===== config.mk =====
export PLATFORM = sky130hd
export DESIGN_NAME = hh_ion_current_sequencer_flat
export DESIGN_NICKNAME = d
export VERILOG_FILES = /design/src/rtl/hh_ion_current_sequencer_pkg.sv /design/src/rtl/hh_ion_current_sequencer_if.sv /design/src/rtl/hh_fx_mul.sv /design/src/rtl/hh_ion_current_sequencer.sv /design/src/flat_wrapper.sv
export SDC_FILE = /design/constraint.sdc
export NUM_CORES = 1
export LEC_CHECK = 0
export ABC_AREA = 1
export BUFFER_PORTS_ARGS = -buffer_cell sky130_fd_sc_hd__buf_2
export CORE_MARGIN = 2
export CORE_UTILIZATION = 56
export DETAILED_ROUTE_END_ITERATION = 10
export MAX_ROUTING_LAYER = met4
export PLACE_DENSITY = 0.75
export SLEW_MARGIN = 0
export SYNTH_ARGS = -nofsm -noshare
export SYNTH_HDL_FRONTEND = slang
export SYNTH_SLANG_ARGS = --single-unit

===== constraint.sdc =====
create_clock -name clk -period 14.6 [get_ports clk]
set_clock_uncertainty 0.05 [all_clocks]
set_input_delay 1.46 -clock clk [delete_from_list [all_inputs] [get_ports clk]]
set_output_delay 1.46 -clock clk [all_outputs]
set_load 0.05 [all_outputs]

===== src/rtl/hh_ion_current_sequencer_pkg.sv =====
// Shared fixed-point constants, FSM state type and saturation helper for the
// Hodgkin-Huxley ionic-current sequencer.
package hh_fixed_pkg;

    localparam int unsigned FRAC  = 8;
    localparam int unsigned WIDTH = 16;

    localparam int unsigned STEP_W    = 4;
    localparam logic [STEP_W-1:0] LAST_STEP = 4'd9;

    localparam logic signed [WIDTH-1:0] DEF_G_NA = 16'sd30720;
    localparam logic signed [WIDTH-1:0] DEF_G_K  = 16'sd9216;
    localparam logic signed [WIDTH-1:0] DEF_G_L  = 16'sd77;
    localparam logic signed [WIDTH-1:0] DEF_E_NA = 16'sd12800;
    localparam logic signed [WIDTH-1:0] DEF_E_K  = -16'sd19712;
    localparam logic signed [WIDTH-1:0] DEF_E_L  = -16'sd13926;

    typedef enum logic [1:0] {
        IDLE = 2'd0,
        RUN  = 2'd1,
        SUM  = 2'd2
    } state_e;

    // Clamp any sign-extended 17/18/32-bit intermediate into the 16-bit range.
    function automatic logic signed [WIDTH-1:0] sat16(input logic signed [31:0] x);
        if (x > 32'sd32767) begin
            return 16'sh7FFF;
        end else if (x < -32'sd32768) begin
            return 16'sh8000;
        end else begin
            return x[WIDTH-1:0];
        end
    endfunction

endpackage


===== src/rtl/hh_ion_current_sequencer_if.sv =====
// Request/result bundle between the gating updaters, this sequencer and the integrator.
interface hh_ion_current_sequencer_if;
    import hh_fixed_pkg::*;

    logic                    start;
    logic signed [WIDTH-1:0] V;
    logic signed [WIDTH-1:0] m;
    logic signed [WIDTH-1:0] h;
    logic signed [WIDTH-1:0] n;
    logic                    busy;
    logic                    done;
    logic signed [WIDTH-1:0] I_NA;
    logic signed [WIDTH-1:0] I_K;
    logic signed [WIDTH-1:0] I_L;
    logic signed [WIDTH-1:0] I_ION;

    modport master (
        output start, V, m, h, n,
        input  busy, done, I_NA, I_K, I_L, I_ION
    );

    modport slave (
        input  start, V, m, h, n,
        output busy, done, I_NA, I_K, I_L, I_ION
    );

endinterface


===== src/rtl/hh_fx_mul.sv =====
// Combinational fixed-point multiply: full product, floor shift by FRAC, saturate.
module hh_fx_mul
    import hh_fixed_pkg::*;
#(
    parameter int unsigned FRAC = hh_fixed_pkg::FRAC
) (
    input  logic signed [WIDTH-1:0] a,
    input  logic signed [WIDTH-1:0] b,
    output logic signed [WIDTH-1:0] y_c
);

    logic signed [31:0] prod;
    logic signed [31:0] shifted;

    assign prod    = 32'(a) * 32'(b);
    assign shifted = prod >>> FRAC;
    assign y_c     = sat16(shifted);

endmodule


===== src/rtl/hh_ion_current_sequencer.sv =====
// Step-sequenced evaluation of I_NA, I_K, I_L and I_ION through one shared multiplier.
module hh_ion_current_sequencer
    import hh_fixed_pkg::*;
#(
    parameter int unsigned             FRAC = hh_fixed_pkg::FRAC,
    parameter logic signed [WIDTH-1:0] G_NA = DEF_G_NA,
    parameter logic signed [WIDTH-1:0] G_K  = DEF_G_K,
    parameter logic signed [WIDTH-1:0] G_L  = DEF_G_L,
    parameter logic signed [WIDTH-1:0] E_NA = DEF_E_NA,
    parameter logic signed [WIDTH-1:0] E_K  = DEF_E_K,
    parameter logic signed [WIDTH-1:0] E_L  = DEF_E_L
) (
    input  logic                          clk,
    input  logic                          rst,
    hh_ion_current_sequencer_if.slave     bus
);

    state_e              state_q, state_d;
    logic [STEP_W-1:0]   step_q, step_d;
    logic signed [WIDTH-1:0] v_q, v_d, m_q, m_d, h_q, h_d, n_q, n_d;
    logic signed [WIDTH-1:0] t_q, t_d, na_q, na_d, k_q, k_d, l_q, l_d;
    logic signed [WIDTH-1:0] i_na_q, i_na_d, i_k_q, i_k_d, i_l_q, i_l_d, i_ion_q, i_ion_d;
    logic                busy_q, busy_d, done_q, done_d;

    logic signed [16:0]      diff_na_c, diff_k_c, diff_l_c;
    logic signed [WIDTH-1:0] dv_na_c, dv_k_c, dv_l_c;
    logic signed [17:0]      sum_c;
    logic signed [WIDTH-1:0] op_a_c, op_b_c, mul_y_c;

    // Driving-force terms, widened by one bit so they cannot wrap before clamping.
    assign diff_na_c = 17'(v_q) - 17'(E_NA);
    assign diff_k_c  = 17'(v_q) - 17'(E_K);
    assign diff_l_c  = 17'(v_q) - 17'(E_L);
    assign dv_na_c   = sat16(32'(diff_na_c));
    assign dv_k_c    = sat16(32'(diff_k_c));
    assign dv_l_c    = sat16(32'(diff_l_c));
    assign sum_c     = 18'(na_q) + 18'(k_q) + 18'(l_q);

    hh_fx_mul #(.FRAC(FRAC)) u_mul (
        .a   (op_a_c),
        .b   (op_b_c),
        .y_c (mul_y_c)
    );

    // Operand schedule: m^3*h*G_NA*dV, n^4*G_K*dV, G_L*dV.
    always_comb begin
        op_a_c = '0;
        op_b_c = '0;
        case (step_q)
            4'd0:    begin op_a_c = m_q;  op_b_c = m_q;     end
            4'd1:    begin op_a_c = t_q;  op_b_c = m_q;     end
            4'd2:    begin op_a_c = t_q;  op_b_c = h_q;     end
            4'd3:    begin op_a_c = t_q;  op_b_c = G_NA;    end
            4'd4:    begin op_a_c = t_q;  op_b_c = dv_na_c; end
            4'd5:    begin op_a_c = n_q;  op_b_c = n_q;     end
            4'd6:    begin op_a_c = t_q;  op_b_c = t_q;     end
            4'd7:    begin op_a_c = t_q;  op_b_c = G_K;     end
            4'd8:    begin op_a_c = t_q;  op_b_c = dv_k_c;  end
            4'd9:    begin op_a_c = G_L;  op_b_c = dv_l_c;  end
            default: begin op_a_c = '0;   op_b_c = '0;      end
        endcase
    end

    always_comb begin
        state_d = state_q;
        step_d  = step_q;
        v_d     = v_q;
        m_d     = m_q;
        h_d     = h_q;
        n_d     = n_q;
        t_d     = t_q;
        na_d    = na_q;
        k_d     = k_q;
        l_d     = l_q;
        i_na_d  = i_na_q;
        i_k_d   = i_k_q;
        i_l_d   = i_l_q;
        i_ion_d = i_ion_q;
        busy_d  = busy_q;
        done_d  = 1'b0;

        case (state_q)
            IDLE: begin
                if (bus.start) begin
                    v_d     = bus.V;
                    m_d     = bus.m;
                    h_d     = bus.h;
                    n_d     = bus.n;
                    step_d  = '0;
                    busy_d  = 1'b1;
                    state_d = RUN;
                end
            end
            RUN: begin
                case (step_q)
                    4'd4:    na_d = mul_y_c;
                    4'd8:    k_d  = mul_y_c;
                    4'd9:    l_d  = mul_y_c;
                    default: t_d  = mul_y_c;
                endcase
                if (step_q == LAST_STEP) begin
                    state_d = SUM;
                end else begin
                    step_d = step_q + 4'd1;
                end
            end
            SUM: begin
                i_na_d  = na_q;
                i_k_d   = k_q;
                i_l_d   = l_q;
                i_ion_d = sat16(32'(sum_c));
                done_d  = 1'b1;
                busy_d  = 1'b0;
                step_d  = '0;
                state_d = IDLE;
            end
            default: begin
                state_d = IDLE;
            end
        endcase
    end

    always_ff @(posedge clk) begin
        if (rst) begin
            state_q <= IDLE;
            step_q  <= '0;
            v_q     <= '0;
            m_q     <= '0;
            h_q     <= '0;
            n_q     <= '0;
            t_q     <= '0;
            na_q    <= '0;
            k_q     <= '0;
            l_q     <= '0;
            i_na_q  <= '0;
            i_k_q   <= '0;
            i_l_q   <= '0;
            i_ion_q <= '0;
            busy_q  <= 1'b0;
            done_q  <= 1'b0;
        end else begin
            state_q <= state_d;
            step_q  <= step_d;
            v_q     <= v_d;
            m_q     <= m_d;
            h_q     <= h_d;
            n_q     <= n_d;
            t_q     <= t_d;
            na_q    <= na_d;
            k_q     <= k_d;
            l_q     <= l_d;
            i_na_q  <= i_na_d;
            i_k_q   <= i_k_d;
            i_l_q   <= i_l_d;
            i_ion_q <= i_ion_d;
            busy_q  <= busy_d;
            done_q  <= done_d;
        end
    end

    assign bus.busy  = busy_q;
    assign bus.done  = done_q;
    assign bus.I_NA  = i_na_q;
    assign bus.I_K   = i_k_q;
    assign bus.I_L   = i_l_q;
    assign bus.I_ION = i_ion_q;

endmodule


===== src/flat_wrapper.sv =====
// flat-port wrapper written by rule: the top's interface ports become plain ports
module hh_ion_current_sequencer_flat import hh_fixed_pkg::*;
#(
    parameter int unsigned             FRAC = hh_fixed_pkg::FRAC,
    parameter logic signed [WIDTH-1:0] G_NA = DEF_G_NA,
    parameter logic signed [WIDTH-1:0] G_K  = DEF_G_K,
    parameter logic signed [WIDTH-1:0] G_L  = DEF_G_L,
    parameter logic signed [WIDTH-1:0] E_NA = DEF_E_NA,
    parameter logic signed [WIDTH-1:0] E_K  = DEF_E_K,
    parameter logic signed [WIDTH-1:0] E_L  = DEF_E_L
)
  (clk, rst, bus_start, bus_V, bus_m, bus_h, bus_n, bus_busy, bus_done, bus_I_NA, bus_I_K, bus_I_L, bus_I_ION);
  hh_ion_current_sequencer_if bus_i ();
  input  logic clk;
  input  logic rst;
  input wire logic [$bits(bus_i.start)-1:0] bus_start;
  input wire logic [$bits(bus_i.V)-1:0] bus_V;
  input wire logic [$bits(bus_i.m)-1:0] bus_m;
  input wire logic [$bits(bus_i.h)-1:0] bus_h;
  input wire logic [$bits(bus_i.n)-1:0] bus_n;
  output wire logic [$bits(bus_i.busy)-1:0] bus_busy;
  output wire logic [$bits(bus_i.done)-1:0] bus_done;
  output wire logic [$bits(bus_i.I_NA)-1:0] bus_I_NA;
  output wire logic [$bits(bus_i.I_K)-1:0] bus_I_K;
  output wire logic [$bits(bus_i.I_L)-1:0] bus_I_L;
  output wire logic [$bits(bus_i.I_ION)-1:0] bus_I_ION;
  assign bus_i.start = bus_start;
  assign bus_i.V = bus_V;
  assign bus_i.m = bus_m;
  assign bus_i.h = bus_h;
  assign bus_i.n = bus_n;
  assign bus_busy = bus_i.busy;
  assign bus_done = bus_i.done;
  assign bus_I_NA = bus_i.I_NA;
  assign bus_I_K = bus_i.I_K;
  assign bus_I_L = bus_i.I_L;
  assign bus_I_ION = bus_i.I_ION;
  hh_ion_current_sequencer #(.FRAC(FRAC), .G_NA(G_NA), .G_K(G_K), .G_L(G_L), .E_NA(E_NA), .E_K(E_K), .E_L(E_L)) u_core (.clk(clk), .rst(rst), .bus(bus_i));
endmodule

## After elaboration in Yosys (flattened, before gate mapping)

Index checks and enable logic that the tools add are counted.
Widths: inputs -> output; s select.

- Reduce and logical (&&, ||, !) cells: 15
- Equality and inequality tests: 14
- Muxes and demuxes: 21
- Multiply operators: 1
- Bitwise logic cells: 1
- Add/sub/neg operators: 6
- Order comparisons: 10

Operator list:

| cell | number |
|---|---|
| $mux 16 | 10 |
| $pmux 16 s9 | 1 |
| $pmux 16 s4 | 1 |
| $gt 17x16->1 const B | 3 |
| $lt 17x16->1 const B | 3 |
| $sub 16x15->17 const B | 2 |
| $mul 16x16->32 | 1 |
| $gt 24x16->1 const B | 1 |
| $lt 24x16->1 const B | 1 |
| $add 17x16->18 | 1 |
| $gt 18x16->1 const B | 1 |
| $lt 18x16->1 const B | 1 |
| $add 16x16->17 | 1 |
| $sub 16x16->17 const B | 1 |
| $eq 4x3->1 const B | 4 |
| $reduce_and 2->1 | 7 |
| $pmux 4 s3 | 1 |
| $eq 4x2->1 const B | 2 |
| $eq 4x4->1 const B | 2 |
| $mux 4 | 2 |
| $reduce_or 7->1 | 1 |
| $add 4x1->4 const B | 1 |
| $eq 4x1->1 const B | 1 |
| $logic_not 4->1 | 1 |
| 15 further kinds | 18 |

- Output and inout port bits: 66
- Register bits: 200

## Longest topological paths before layout

Gate-level depths: netlist of run 1.

- Depth in word-level cells: 9
- Mapped depth: 51
- Depth with buffers taken out: 48

## Hierarchy

Synthesis of run 1 repeated with hierarchy kept, for this count alone.

- Cells, all modules: 3008
- Area total of the unflattened synthesis: 21289.2 um^2

By module, submodules not included:

| module | area an instance (um^2) | cells an instance | times used | sequential area each (um^2) |
|---|---|---|---|---|
| hh_fx_mul | 11006.8 | 1526 | 1 | 0.0 |
| hh_ion_current_sequencer | 10282.4 | 1482 | 1 | 4003.8 |

## Worst setup path before layout of run 1

Ideal clock, no wire load.

- Kind: reg2reg
- Start: register u_core.v_q[2]
- End: register u_core.t_q[10]
- Required time: 14441 ps
- Arrival time: 8155 ps
- Buffers on the path: 1
- Cell stages (with the launch flop): 45
- Path slack: 6286 ps
- Cell sequence: dfxtp_1 inv_1 ha_1 inv_1 nand3_1 nand2_2 a21oi_1 nor2_1 nand3_1 nor2_1 nand3_1 nand2_1 nand3_4 nand2_1 clkinv_1 nor2_1 inv_1 fa_1 (+9 left out) inv_1 ha_1 inv_1 nor4_1 nand2_1 nor4_1 nand2_1 nand2_1 nand2_1 nand2_1 nand3_1 nor2_1 nand2_1 nand2_2 buf_2 nand3_1 nand2_1 inv_1

- Cells in the longest elaborated chain, start to end: 9

RTL lines:

| element | line | RTL |
|---|---|---|
| from (decl) | hh_ion_current_sequencer.sv:20 | `logic signed [WIDTH-1:0] v_q, v_d, m_q, m_d, h_q, h_d, n_q, n_d;` |
| from (signal assigned) | hh_ion_current_sequencer.sv:144 | `v_q <= v_d;` |
| $sub 16x15->17, or another cell as far along | hh_ion_current_sequencer.sv:33 | `assign diff_l_c = 17'(v_q) - 17'(E_L);` |
| $lt 17x16->1 | hh_ion_current_sequencer_pkg.sv:28 | `end else if (x < -32'sd32768) begin` |
| $mux 16 | hh_ion_current_sequencer_pkg.sv:28 |  |
| $mux 16 | hh_ion_current_sequencer_pkg.sv:26 | `if (x > 32'sd32767) begin` |
| $pmux 16 s9 * | hh_ion_current_sequencer.sv:49 | `case (step_q)` |
| $mul 16x16->32 * | hh_fx_mul.sv:15 | `assign prod = 32'(a) * 32'(b);` |
| $lt 24x16->1 | hh_ion_current_sequencer_pkg.sv:28 |  |
| $mux 16 | hh_ion_current_sequencer_pkg.sv:28 |  |
| $mux 16 * | hh_ion_current_sequencer_pkg.sv:26 |  |
| to (signal assigned) | hh_ion_current_sequencer.sv:148 | `t_q <= t_d;` |
| to (decl) | hh_ion_current_sequencer.sv:21 | `logic signed [WIDTH-1:0] t_q, t_d, na_q, na_d, k_q, k_d, l_q, l_d;` |

Every way passes the cells marked *; elsewhere a longest branch is shown, timed or not.
A chain may end at the register's enable or synchronous reset.

## Final worst setup path of run 1

- Start: register u_core.v_q[1]
- End: register u_core.l_q[11]

- Cells in the longest elaborated chain, start to end: 9

RTL lines:

| element | line | RTL |
|---|---|---|
| $sub 16x15->17, or another cell as far along | hh_ion_current_sequencer.sv:33 |  |
| $lt 17x16->1 | hh_ion_current_sequencer_pkg.sv:28 |  |
| $mux 16 | hh_ion_current_sequencer_pkg.sv:28 |  |
| $mux 16 | hh_ion_current_sequencer_pkg.sv:26 |  |
| $pmux 16 s9 * | hh_ion_current_sequencer.sv:49 |  |
| $mul 16x16->32 * | hh_fx_mul.sv:15 |  |
| $lt 24x16->1 | hh_ion_current_sequencer_pkg.sv:28 |  |
| $mux 16 | hh_ion_current_sequencer_pkg.sv:28 |  |
| $mux 16 * | hh_ion_current_sequencer_pkg.sv:26 |  |
| to (signal assigned) | hh_ion_current_sequencer.sv:151 | `l_q <= l_d;` |
| to (decl) | hh_ion_current_sequencer.sv:21 |  |

Marked as above.

==> results.md, run 1 <==
Status:
- The run finished with clean final reports.

Cells and area:
- The library cells used most frequently in the layout, excluding fill and tap cells, are 590 x inv_1, 431 x nand2_1, 302 x nor2_1.
- The final layout contains 3303 nets.
- The most frequent standard cell in the layout excluding fill and tap cells is inv_1.
- The sequential cell area in the final layout is 4000 sq um.
- Cells fill 61.2% of the core in the end.
- The multi-input logic area is 14000 sq um.
- The area growth from synthesis to layout is 8.02%.
- The count of filler cells inserted in the layout is 3338.
- The fraction of final layout cells sized beyond drive strength 1 is 8.74%.

Floorplan:
- The total area inside the core boundary comes to 36400 sq um.
- The height of the die is 196 microns.
- During I/O placement, the number of pins put on the boundary was 133.
- The die outline width is 196 microns.
- Once the floorplan was initialized, standard cells occupied 56.6% of the core.
- The total number of placement rows is 70.
- The floorplan step defined a die boundary enclosing 38400 sq um.

GRT:
- The maximum number of pins on one net before global-route repair is 96.
- The first global-routing pass estimated 102 mm of wire.
- The initial antenna violation count is 2.
- The via count of the first global-routing pass is 18800.
- The remaining global-route overflow is 0.
- The total routing usage reported by global routing is 34.8%.

Worst hold path:
- The worst hold path class is flip-flop to flip-flop.
- The worst hold path begins at u_core.bus.busy.
- The worst hold path terminates at u_core.bus.busy.
- The number of stages on the worst hold path is 2.

Routing:
- The detail route stage leaves a number of antenna-violating nets equal to 0.
- The detailed router placed 18700 vias in this run.
- After detailed routing, the number of remaining DRC violations is 0.
- Dividing the detail-routed via count by the number of cells gives 5.63.
- The detailed-route wire length is 62.9 mm.
- The initial detailed-routing violation count is 1851.
- The first-pass detailed-route iteration total is 6.
- Dividing the detail-routed wire length by the instance count gives 18.9 microns.

Critical path:
- The worst reg2reg path endpoint is u_core.l_q[11].
- The length in cells of the worst reg-to-reg path is 42.
- The data required time of the critical path is 14.90 ns.
- The worst reg2reg path startpoint is u_core.v_q[1].
- The reg2reg setup slack is 3.46 ns.
- The dominant cell type by count on the critical path is inv_1.
- The critical path endpoint category is a flip-flop.
- STA puts the critical path data arrival time at 11.44 ns.
- By startpoint and endpoint, the worst setup path is classified as flip-flop to flip-flop.
- The cell with the largest stage delay on the worst path is nand2_2.
- The largest stage delay on the critical path is 0.79 ns.
- The largest driver fanout on the critical path is 60.
- The launching element type of the critical path is a flip-flop.

CTS:
- The depth of the CTS H-tree is 4.
- The number of gates resized after cts is 0.
- The number of clock buffers added by TritonCTS is 17.
- The post-CTS setup buffer count is 0.
- The number of clock sinks is 200.
- The clock reaches the later pin of the worst-skew pair after 0.45 ns.
- Clock-pin slew was measured on the worst setup and hold paths at 0.08 ns.
- The tree is rooted in a clkbuf_16.
- TritonCTS built the clock tree.
- In this run, post-CTS hold repair placed 0 buffers.
- The longest clock path from root to sink contains 2 buffers.

Power:
- The power density over the cells is 135 nW/um^2.
- VDD sags by at most 0.000166 V.
- The design draws 0.00301 W.
- For this design the static power due to leakage is 11.3 nW.

STA:
- The max-slew violation total from the final report was 0.
- The final-report hold violation count is 0.
- Subtracting the final worst setup slack from the clock period gives 11.14 ns.
- In the finished design, the share of the clock period the worst path needs comes to 76.3%.
- The final-layout setup total negative slack is 0 ns.
- For the pin with the worst max-slew slack, the measured transition is 1.13 ns.
- Setup repair after global routing left no endpoint under its margin.
- The worst pin sits at a relative slew slack of 24.5%.
- The setup-violating endpoint count in the final report is 0.
- The achievable clock frequency is 89.7 MHz.

Synthesis:
- The most used flip-flop cell after synthesis is dfxtp_1.
- Of the synthesized area, sequential elements account for 19.4%.
- The netlist uses 55 different library cells.
- For this run, the number of Yosys warnings is 0.
- Sorting the synthesized cells by area gives the leading types as fa_1 27%, dfxtp_1 19%, inv_1 11%, nand2_1 7.8%, ha_1 6.5%.
- The number of storage elements in the synthesis netlist is 200.
- The mean cell area of the mapped netlist is 7.45 sq um.
- The post-synthesis cell count is 2770.
- Counting every net in the synthesized netlist gives 3223.
- Of all flip-flops after synthesis, the portion carrying an async set or reset was 0%.
- The synthesized design spends more area on one cell type than any other, namely fa_1.
- The synthesized design devotes to its leading area cell type 27.1% of total area.
- The count of flip-flops with a built-in enable after synthesis is 0.
- The post-synth design cell area is 20600 sq um.

Placed design:
- The number of I/O port buffers is 132.
- The wire-length estimate of the detail-placed layout is 49.7 mm.
- The global placement routability congestion is 0.967.

Run:
- Max-cap violations in this run came to 0.
-- metrics by stage --
step                      cells  setup slack (ns)  hold slack (ns)  area [sq um]
after detailed placement   3299              3.68            0.406         21700
after global routing       3332              2.59            0.438         22300
after CTS                  3330              3.60            0.416         22300
final                      3332              3.46            0.419         22300
after floorplan            2770              6.29            0.389         20600
after global placement     3299              3.68            0.403         21700
-- Yosys cell counts, types with 2 or more instances --
cell       number
inv_1         591
nand2_1       431
nor2_1        302
fa_1          279
a21oi_1       212
dfxtp_1       200
o21ai_0       176
nand3_1       172
ha_1          107
clkbuf_1       81
xor2_1         20
nor3_1         19
xnor2_1        16
a31oi_1        14
nor4_1         11
nand2_4        10
inv_2           9
nand2_2         9
or2_2           9
buf_2           8
clkinv_1        8
nor2_2          8
o21bai_1        8
o21a_1          7
a2111oi_0       6
o2111ai_1       6
nand4_1         5
a221oi_1        4
o211ai_1        4
a311oi_1        3
buf_1           3
nand3_2         3
a211oi_1        2
a21oi_4         2
and3_1          2
nand3b_1        2
o221ai_1        2
o22ai_1         2
-- flip-flops by register name, indices dropped and copies added (netlist names) --
name and count:
u_core.n_q 16, u_core.step_q 4, u_core.bus.I_NA 16, u_core.bus.busy 1, u_core.bus.I_ION 16, u_core.l_q 16
u_core.bus.done 1, u_core.k_q 16, u_core.v_q 16, u_core.m_q 16, u_core.t_q 16, u_core.bus.I_L 16
u_core.h_q 16, u_core.na_q 16, u_core.bus.I_K 16, u_core.state_q 2
-- kinds of logic (layout without fill, tap and decap cells) --
family | after synthesis | after routing | share of synthesized area, %
adders and majority gates | 386 | 386 | 33.6
other | 0 | 2 | 0
DFF | 200 | 200 | 19.4
buffers and inverters | 704 | 796 | 13.0
and+or+nand+nor | 986 | 986 | 20.3
AOI/OAI and AO/OA | 457 | 457 | 12.1
xor gates and xnor gates | 37 | 37 | 1.66
-- power breakdown --
| group | leakage (nW) | total (W) | switching (W) | internal [W] |
|---|---|---|---|---|
| clock network | 0.290 | 0.000486 | 0.000253 | 0.000233 |
| logic | 9.39 | 0.00193 | 0.00134 | 0.000585 |
| registers | 1.63 | 0.000598 | 0.0000245 | 0.000574 |
-- metal layers --
metal	GRT usage, %	vias up	part of all wire [%]
met4	13.2	0	3.9
li1	-	8686	-
met3	5.33	163	9.4
met2	52.3	880	44
met1	47.8	9019	43
met5	-	-	0
-- critical path, delay by kind of cell (launching register included) --
family,cells,cell delay [ns]
buffers and inverters,12,1.26
adder cells (fa/ha/maj),8,4.10
AO/OA/AOI/OAI,2,0.94
AND/OR/NAND/NOR,20,4.13
flip-flops,1,0.50
-- layout make-up --
class	instances	share of cell area [%]
repair buffers	157	3.81
multi-input cells	1866	62.7
diodes	2	0.0225
clock inverters	14	0.775
well taps	468	2.63
flip-flops and latches	200	18.0
clock buffers	17	1.91
inverters	608	10.2
-- how the worst max path moves through the flow --
stage	start	to	slack, ns	cells after the start
final	u_core.v_q[1]	u_core.l_q[11]	3.46	42
after global routing	u_core.v_q[1]	u_core.k_q[14]	2.59	42
after CTS	u_core.v_q[1]	u_core.l_q[11]	3.60	42
after detailed placement	u_core.v_q[1]	u_core.k_q[7]	3.68	42
after global placement	u_core.v_q[1]	u_core.t_q[4]	3.68	42
after floorplan	u_core.v_q[2]	u_core.t_q[10]	6.29	44
(Power assumes the default switching activity.)
==> run 2, diff against run 1 <==
clock period = 11.2 ns   (was 14.6 ns; I/O delays follow)
==> results.md, run 2 (synthesis results as in run 1) <==
Cells and area:
- Leaving out fill and tap cells, the most frequent cell in the layout is inv_1.
- The antenna diode count came to 0 (-2).
- In the layout the commonest cells are 590 x inv_1, 430 x nand2_1, 302 x nor2_1.
- The fraction of final layout cells sized beyond drive strength 1 was 9.28% (+0.55 points).
- The final layout net count is 3318 (+0.45%).
- The number of standard cells in the final layout excluding fillers is 3345 (+0.39%).
- The count of filler cells inserted in the layout was 3310 (-0.84%).
- The post-synthesis to final-layout area growth is 8.56%.

Routing:
- The wire length per cell after detailed routing is 18.9 microns (about the same).
- The detailed-route wire length is 63.1 mm (+0.33%).
- The overall via count from detail_route is 18700 (-0.41%).
- The first-pass detailed-route iteration total is 6 (unchanged).
- The per-cell via count in the routed design came to 5.58 (-0.79%).
- The remaining routing DRC violations is 0 (unchanged).
- The initial detailed-routing violation count is 1831 (-1.1%).
- The post-route antenna net violation count is 0 (unchanged).

CTS:
- The CTS tree is built.
- The maximum buffer depth of the clock tree was 2 (unchanged).
- The clock slew at the register clock pins of the worst setup and hold paths is 0.08 ns (about the same).
- The number of buffers added to fix hold violations after cts is 0 (unchanged).
- The number of clock sinks is 200 (unchanged).
- In this run the clock root is driven by a clkbuf_16.
- The number of buffers created by CTS came to 17 (unchanged).
- The clock latency of the later-clocked register in the worst-skew pair came to 0.45 ns (about the same).
- The depth of the CTS H-tree is 4 (unchanged).

GRT:
- The via count of the first global-routing pass is 18200 (-2.9%).
- The total routing usage reported by global routing was 34.7% (-0.093 points).
- The initial antenna violation count is 0 (-2).
- The global-route wire length before repair is 101 mm (-1.0%).
- The maximum number of pins on one net before global-route repair was 96 (unchanged).
- The remaining global-route overflow was 0 (unchanged).

Power:
- The cell-internal power is 0.00184 W (+32%).
- The combinational fraction of design power was 64.0% (about the same).
- The switching power total came to 0.00210 W (+30%).
- The worst vdd rail ir drop came to 0.000272 V (+64%).
- The switching fraction of total power is 53.3% (-0.51 points).
- The part of the power in the clock network came to 16.2% (about the same).
- The static leakage power was 11.4 nW (+0.64%).
- The sequential share of power is 19.8% (about the same).
- The power density over the cells is 176 nW/um^2 (+30%).

Placed design:
- The number of I/O port buffers is 132 (unchanged).
- The global placement routability congestion was 0.990 (+2.3%).
- The cell total after placement is 3310 (+0.33%).
- The worst-case setup slack after placement came to 0.656 ns (-3.03 ns).
- The placed wire-length estimate after detailed placement came to 50.2 mm (+0.85%).

STA:
- The max-slew violation total from the final report is 0 (unchanged).
- The minimum period implied by the final worst setup slack came to 10.31 ns (-0.833 ns).
- The share of the clock period used by the worst path after layout was 92.1% (+16 points).
- The slew at the pin closest to its max-slew limit is 1.19 ns (+0.0617 ns).
- The relative max-transition margin is 20.5% (-4.0 points).
- The achievable clock frequency is 97.0 MHz (+8.1%).
- The final-layout setup total negative slack is 0 ns (unchanged).
- The setup-violating endpoint count in the final report is 0 (unchanged).
- The final-report hold violation count is 0 (unchanged).
- The final critical-path setup slack is 0.890 ns (-2.57 ns).
- Setup repair after global routing left no endpoint under its margin.

Run:
- The number of violations of the max-capacitance limit is 0 (unchanged).

Worst hold path:
- The worst hold path class is flip-flop to flip-flop.

Floorplan:
- The die footprint is 38400 sq um (unchanged).
- The total number of placement rows came to 70 (unchanged).
- The starting density of the core is 56.6% (unchanged).
- The total I/O pin count is 133 (unchanged).
- The die outline width is 196 microns (unchanged).
- The total core area is 36400 sq um (unchanged).
- The height of the die is 196 microns (unchanged).

Critical path:
- The cell that appears most often on the critical path is inv_1.
- On the critical path the largest part of the delay comes from adder cells.
- The data required time of the critical path is 11.55 ns (-3.35 ns).
- The critical path endpoint category is a flip-flop.
- The largest driver fanout on the critical path is 14 (-77%).
- The largest stage delay on the critical path is 0.73 ns (-0.06 ns).
- The data arrival at the endpoint of the critical path came to 10.66 ns (-0.78 ns).
- STA classifies the critical path startpoint as a flip-flop.
- Among all stages on the critical path, the largest delay is contributed by fa_1.
- The setup path with the least slack is of type flip-flop to flip-flop.
- The number of buffer and inverter instances along the worst setup path was 14 (+2).

Status:
- The flow ran to the end, and the final reports show no timing, DRC or antenna violations.
==> run 2: cell types whose count changed in the layout (fill, tap and decap cells not counted) <==
cell | before | now
nand2_1 | 431 | 430
buf_6 | 0 | 1
inv_12 | 2 | 3
diode_2 | 2 | 0
fa_2 | 0 | 1
inv_8 | 2 | 4
nand2_4 | 10 | 11
clkinv_8 | 4 | 1
fa_1 | 279 | 278
buf_4 | 25 | 39
a2111oi_0 | 6 | 5
a2111oi_1 | 0 | 1
==> run 2: worst paths after layout <==
check             slack (ns)  cells after the start            start         endpoint
hold reg to reg         0.42                      2  u_core.bus.busy  u_core.bus.busy
setup / recovery        0.89                     43    u_core.v_q[1]   u_core.l_q[12]
setup reg to reg        0.89                     43    u_core.v_q[1]   u_core.l_q[12]
hold / removal          0.42                      2  u_core.bus.busy  u_core.bus.busy
==> run 2: cell type report <==
cell class                 instances  area [sq um]  share of cell area, %
clock buffer                      17           425                   1.90
clock inverter                    14           163                  0.726
inverter                         608          2280                   10.2
multi-input combinational       1866         14000                   62.4
sequential                       200          4000                   17.9
tap                              468           586                   2.61
timing repair buffer             172           965                   4.31
==> run 2: through the flow <==
| stage | hold slack (ns) | util (%) | cell area, sq um | power (W) |
|---|---|---|---|---|
| detailed placement | 0.412 | 59.7 | 21800 | 0.00326 |
| floorplan | 0.389 | - | 20600 | 0.00256 |
| finish | 0.423 | 61.5 | 22400 | 0.00394 |
| global route | 0.440 | 61.5 | 22400 | 0.00424 |
| CTS | 0.423 | 61.4 | 22400 | 0.00391 |
| global placement | 0.400 | 59.7 | 21800 | 0.00324 |
==> run 2: what timing repair did <==
action	CTS	global route
setup buffers	0	4
resized for setup	0	5
endpoints found under the setup margin	0	60
==> run 2: layer usage <==
| layer | part of all wire, % | vias up | global-route usage, % |
|---|---|---|---|
| met2 | 43 | 923 | 51.1 |
| met3 | 9.6 | 153 | 6.67 |
| met5 | 0 | - | - |
| li1 | - | 8701 | - |
| met4 | 3.9 | 0 | 12.9 |
| met1 | 43 | 8895 | 47.8 |
==> run 2: tightest hold or removal path, cell delays in order, from the launching register on <==
cell,delay [ns]
dfxtp_1,0.31
nand2_1,0.06
a21oi_1,0.06
==> run 2: power groups by stage <==
stage	combinational, W	clock [W]	sequential, W
4_1_cts	0.00249	0.000641	0.000779
6_report	0.00252	0.000639	0.000780
5_1_grt	0.00279	0.000665	0.000783
3_5_place_dp	0.00246	0	0.000795
3_3_place_gp	0.00244	0	0.000796
2_1_floorplan	0.00178	0	0.000781
==> run 3, diff against run 2 <==
ABC_AREA = default   (was 1)
PLACE_DENSITY = 0.74   (was 0.75)
==> results.md, run 3 <==
Cells and area:
- The final layout net count came to 3015 (-9.1%).
- The top cell types in the final layout, fill and taps aside, are 415 x nand2_1, 363 x inv_1, 279 x fa_1.
- The final cell area excluding filler cells is 22500 sq um (+0.22%).
- Compared with the post-synthesis result, the final layout area differs by 8.33%.
- The most frequent standard cell in the layout excluding fill and tap cells is nand2_1.
- The count of filler cells inserted in the layout is 3251 (-1.8%).
- The antenna diode count was 0 (unchanged).
- The fraction of final layout cells sized beyond drive strength 1 is 11.0% (+1.7 points).
- The sequential cell area in the final layout is 4010 sq um (about the same).
- The multi-input logic area came to 14800 sq um (+6.0%).

Synthesis:
- The proportion of synthesized flip-flops having asynchronous set or reset was 0% (unchanged).
- The synthesized netlist net count is 2955 (-8.3%).
- The count of flip-flops with a built-in enable after synthesis is 0 (unchanged).
- The share of Yosys cell area claimed by the top area cell type is 27.0% (-0.12 points).
- Ranked by instance count, the synthesized netlist is headed by 415 x nand2_1, 363 x inv_1, 279 x fa_1.
- After synthesis, the cell types taking the most area are fa_1 27%, dfxtp_1 19%, nand2_1 7.5%, inv_1 6.6%, ha_1 6.5%.
- The number of storage elements in the synthesis netlist is 200 (unchanged).
- Summed over all instances, the cell type with the most area after synthesis is fa_1.
- The post-synthesis cell count is 2502 (-9.7%).
- The sequential cell area fraction in the yosys report is 19.3% (-0.084 points).
- For this run, the leading register cell type out of synthesis is dfxtp_1.
- The mean cell area of the mapped netlist is 8.28 sq um (+11%).
- The count of warnings emitted by yosys is 0 (unchanged).
- The count of distinct cell types in the synthesized netlist came to 93 (+69%).
- The most frequently used cell type in the post-synthesis netlist is nand2_1.
- The post-synth design cell area was 20700 sq um (+0.44%).

Critical path:
- Tracing the worst setup path back leads to its startpoint at u_core.v_q[2].
- The largest driver fanout on the critical path came to 16 (+2).
- The data required time of the critical path is 11.52 ns (-0.03 ns).
- The data arrival at the endpoint of the critical path is 10.95 ns (+0.29 ns).
- The largest stage delay on the critical path is 0.59 ns (-0.14 ns).
- The critical path endpoint category is a flip-flop.
- The startpoint identified for the worst register-to-register timing path is u_core.v_q[2].
- Among all stages on the critical path, the largest delay is contributed by fa_1.
- By startpoint and endpoint, the worst setup path is classified as flip-flop to flip-flop.
- The dominant cell type by count on the critical path is fa_1.
- STA classifies the critical path startpoint as a flip-flop.

Floorplan:
- The die outline width was 196 microns (+0.21%).
- The total core area came to 36500 sq um (+0.24%).
- The die footprint is 38600 sq um (+0.43%).
- The height of the die is 196 microns (+0.21%).
- The total number of placement rows is 70 (unchanged).
- The starting density of the core is 56.7% (+0.11 points).
- The total I/O pin count is 133 (unchanged).

GRT:
- The remaining global-route overflow is 0 (unchanged).
- The maximum number of pins on one net before global-route repair is 93 (-3.1%).
- The global-route wire length before repair is 105 mm (+4.2%).
- The via count of the first global-routing pass is 18400 (+0.92%).
- The total routing usage reported by global routing is 36.4% (+1.7 points).
- The initial antenna violation count was 0 (unchanged).

STA:
- The share of the clock period used by the worst path after layout was 94.9% (+2.8 points).
- The relative max-transition margin is 13.9% (-6.6 points).
- The post-route worst hold slack is 0.404 ns (-0.0185 ns).
- The minimum period implied by the final worst setup slack came to 10.62 ns (+0.314 ns).
- The final-report hold violation count is 0 (unchanged).
- The final critical-path setup slack was 0.577 ns (-0.314 ns).
- The final-layout setup total negative slack is 0 ns (unchanged).
- The setup-violating endpoint count in the final report is 0 (unchanged).
- The max-slew violation total from the final report is 0 (unchanged).
- The slew at the pin closest to its max-slew limit is 1.29 ns (+0.0990 ns).
- The achievable clock frequency is 94.1 MHz (-3.0%).

Routing:
- The overall via count from detail_route is 18400 (-1.5%).
- The initial detailed-routing violation count is 1688 (-7.8%).
- The remaining routing DRC violations was 0 (unchanged).
- The post-route antenna net violation count was 0 (unchanged).
- The per-cell via count in the routed design is 6.04 (+8.3%).
- The first-pass detailed-route iteration total was 8 (+2).
- The wire length per cell after detailed routing is 21.8 microns (+16%).
- The detailed-route wire length is 66.4 mm (+5.2%).

CTS:
- TritonCTS built the clock tree.
- The number of buffers added to fix hold violations after cts is 0 (unchanged).
- CTS placed an instance of clkbuf_16 at the clock tree root.
- The number of buffers created by CTS was 17 (unchanged).
- The clock latency of the later-clocked register in the worst-skew pair is 0.45 ns (about the same).
- The depth of the CTS H-tree was 4 (unchanged).
- The number of gates resized after cts is 0 (unchanged).
- The clock slew at the register clock pins of the worst setup and hold paths came to 0.08 ns (about the same).
- The maximum buffer depth of the clock tree was 2 (unchanged).
- The post-CTS setup buffer count came to 0 (unchanged).
- The number of clock sinks is 200 (unchanged).

Power:
- The total power consumption of the routed design is 0.00233 W (-41%).
- The power density over the cells is 104 nW/um^2 (-41%).
- The worst vdd rail ir drop is 0.000126 V (-54%).
- The static leakage power is 10.6 nW (-7.0%).

Worst hold path:
- The startpoint of the lowest-slack hold path is u_core.bus.I_L[1].
- The min-delay analysis places its worst path in the category flip-flop to flip-flop.

Run:
- The number of violations of the max-capacitance limit is 0 (unchanged).

Placed design:
- The number of I/O port buffers is 132 (unchanged).
- The global placement routability congestion is 1.02 (+2.7%).
- The worst-case setup slack after placement is 0.319 ns (-0.337 ns).
- The placed wire-length estimate after detailed placement is 53.3 mm (+6.3%).
- The placed instance area is 21800 sq um (about the same).

Status:
- The flow ran to the end, and the final reports show no timing, DRC or antenna violations.
==> run 3: final timing paths <==
| kind | cells past startpoint | slack, ns | end |
|---|---|---|---|
| worst max-delay path | 35 | 0.58 | u_core.na_q[0] |
| worst min-delay path | 2 | 0.40 | u_core.bus.I_L[1] |
| worst max register to register | 35 | 0.58 | u_core.na_q[0] |
| worst min register to register | 2 | 0.40 | u_core.bus.I_L[1] |
==> run 3: metrics by stage <==
step / utilization [%] / cells
after floorplan: - / 2502
after global placement: 59.6 / 3011
after detailed placement: 59.6 / 3011
after CTS: 61.4 / 3043
after global routing: 61.5 / 3043
final: 61.5 / 3043
==> run 3: power by group <==
part	total, W	switching (W)	internal, W
Clock	0.000659	0.000340	0.000318
Sequential	0.000796	0.0000514	0.000745
Combinational	0.000879	0.000589	0.000290
Total	0.00233	0.000981	0.00135
==> run 3: metal layers <==
metal,GRT usage [%],up-vias,routed length [microns]
li1,-,8294,-
met1,48.2,9113,27700
met2,57.1,829,30700
met3,6.06,158,5670
met4,12.5,0,2400
met5,-,-,0
==> run 3: cell families after synthesis <==
group,synth area share (%)
compound gates,16.8
xor+xnor,2.58
fa+ha+maj,33.4
buf+inv,9.53
flops,19.3
mux,0.145
simple gates,18.2
==> run 3: layout make-up <==
cell class / instances / area share [%]
clock inverters: 15 / 0.992
inverters: 363 / 6.07
flip-flops and latches: 200 / 17.9
multi-input cells: 1798 / 66.0
well taps: 468 / 2.61
repair buffers: 182 / 4.63
clock buffers: 17 / 1.89
==> run 3: worst max-delay path, delay by kind of cell (launching register included) <==
| kind | cells | cell delay [ns] |
|---|---|---|
| AOI/OAI and AO/OA | 12 | 2.94 |
| xor gates and xnor gates | 1 | 0.16 |
| adders and majority gates | 8 | 3.97 |
| buffers and inverters | 6 | 0.79 |
| DFF | 1 | 0.49 |
| muxes | 1 | 0.21 |
| and+or+nand+nor | 7 | 1.93 |
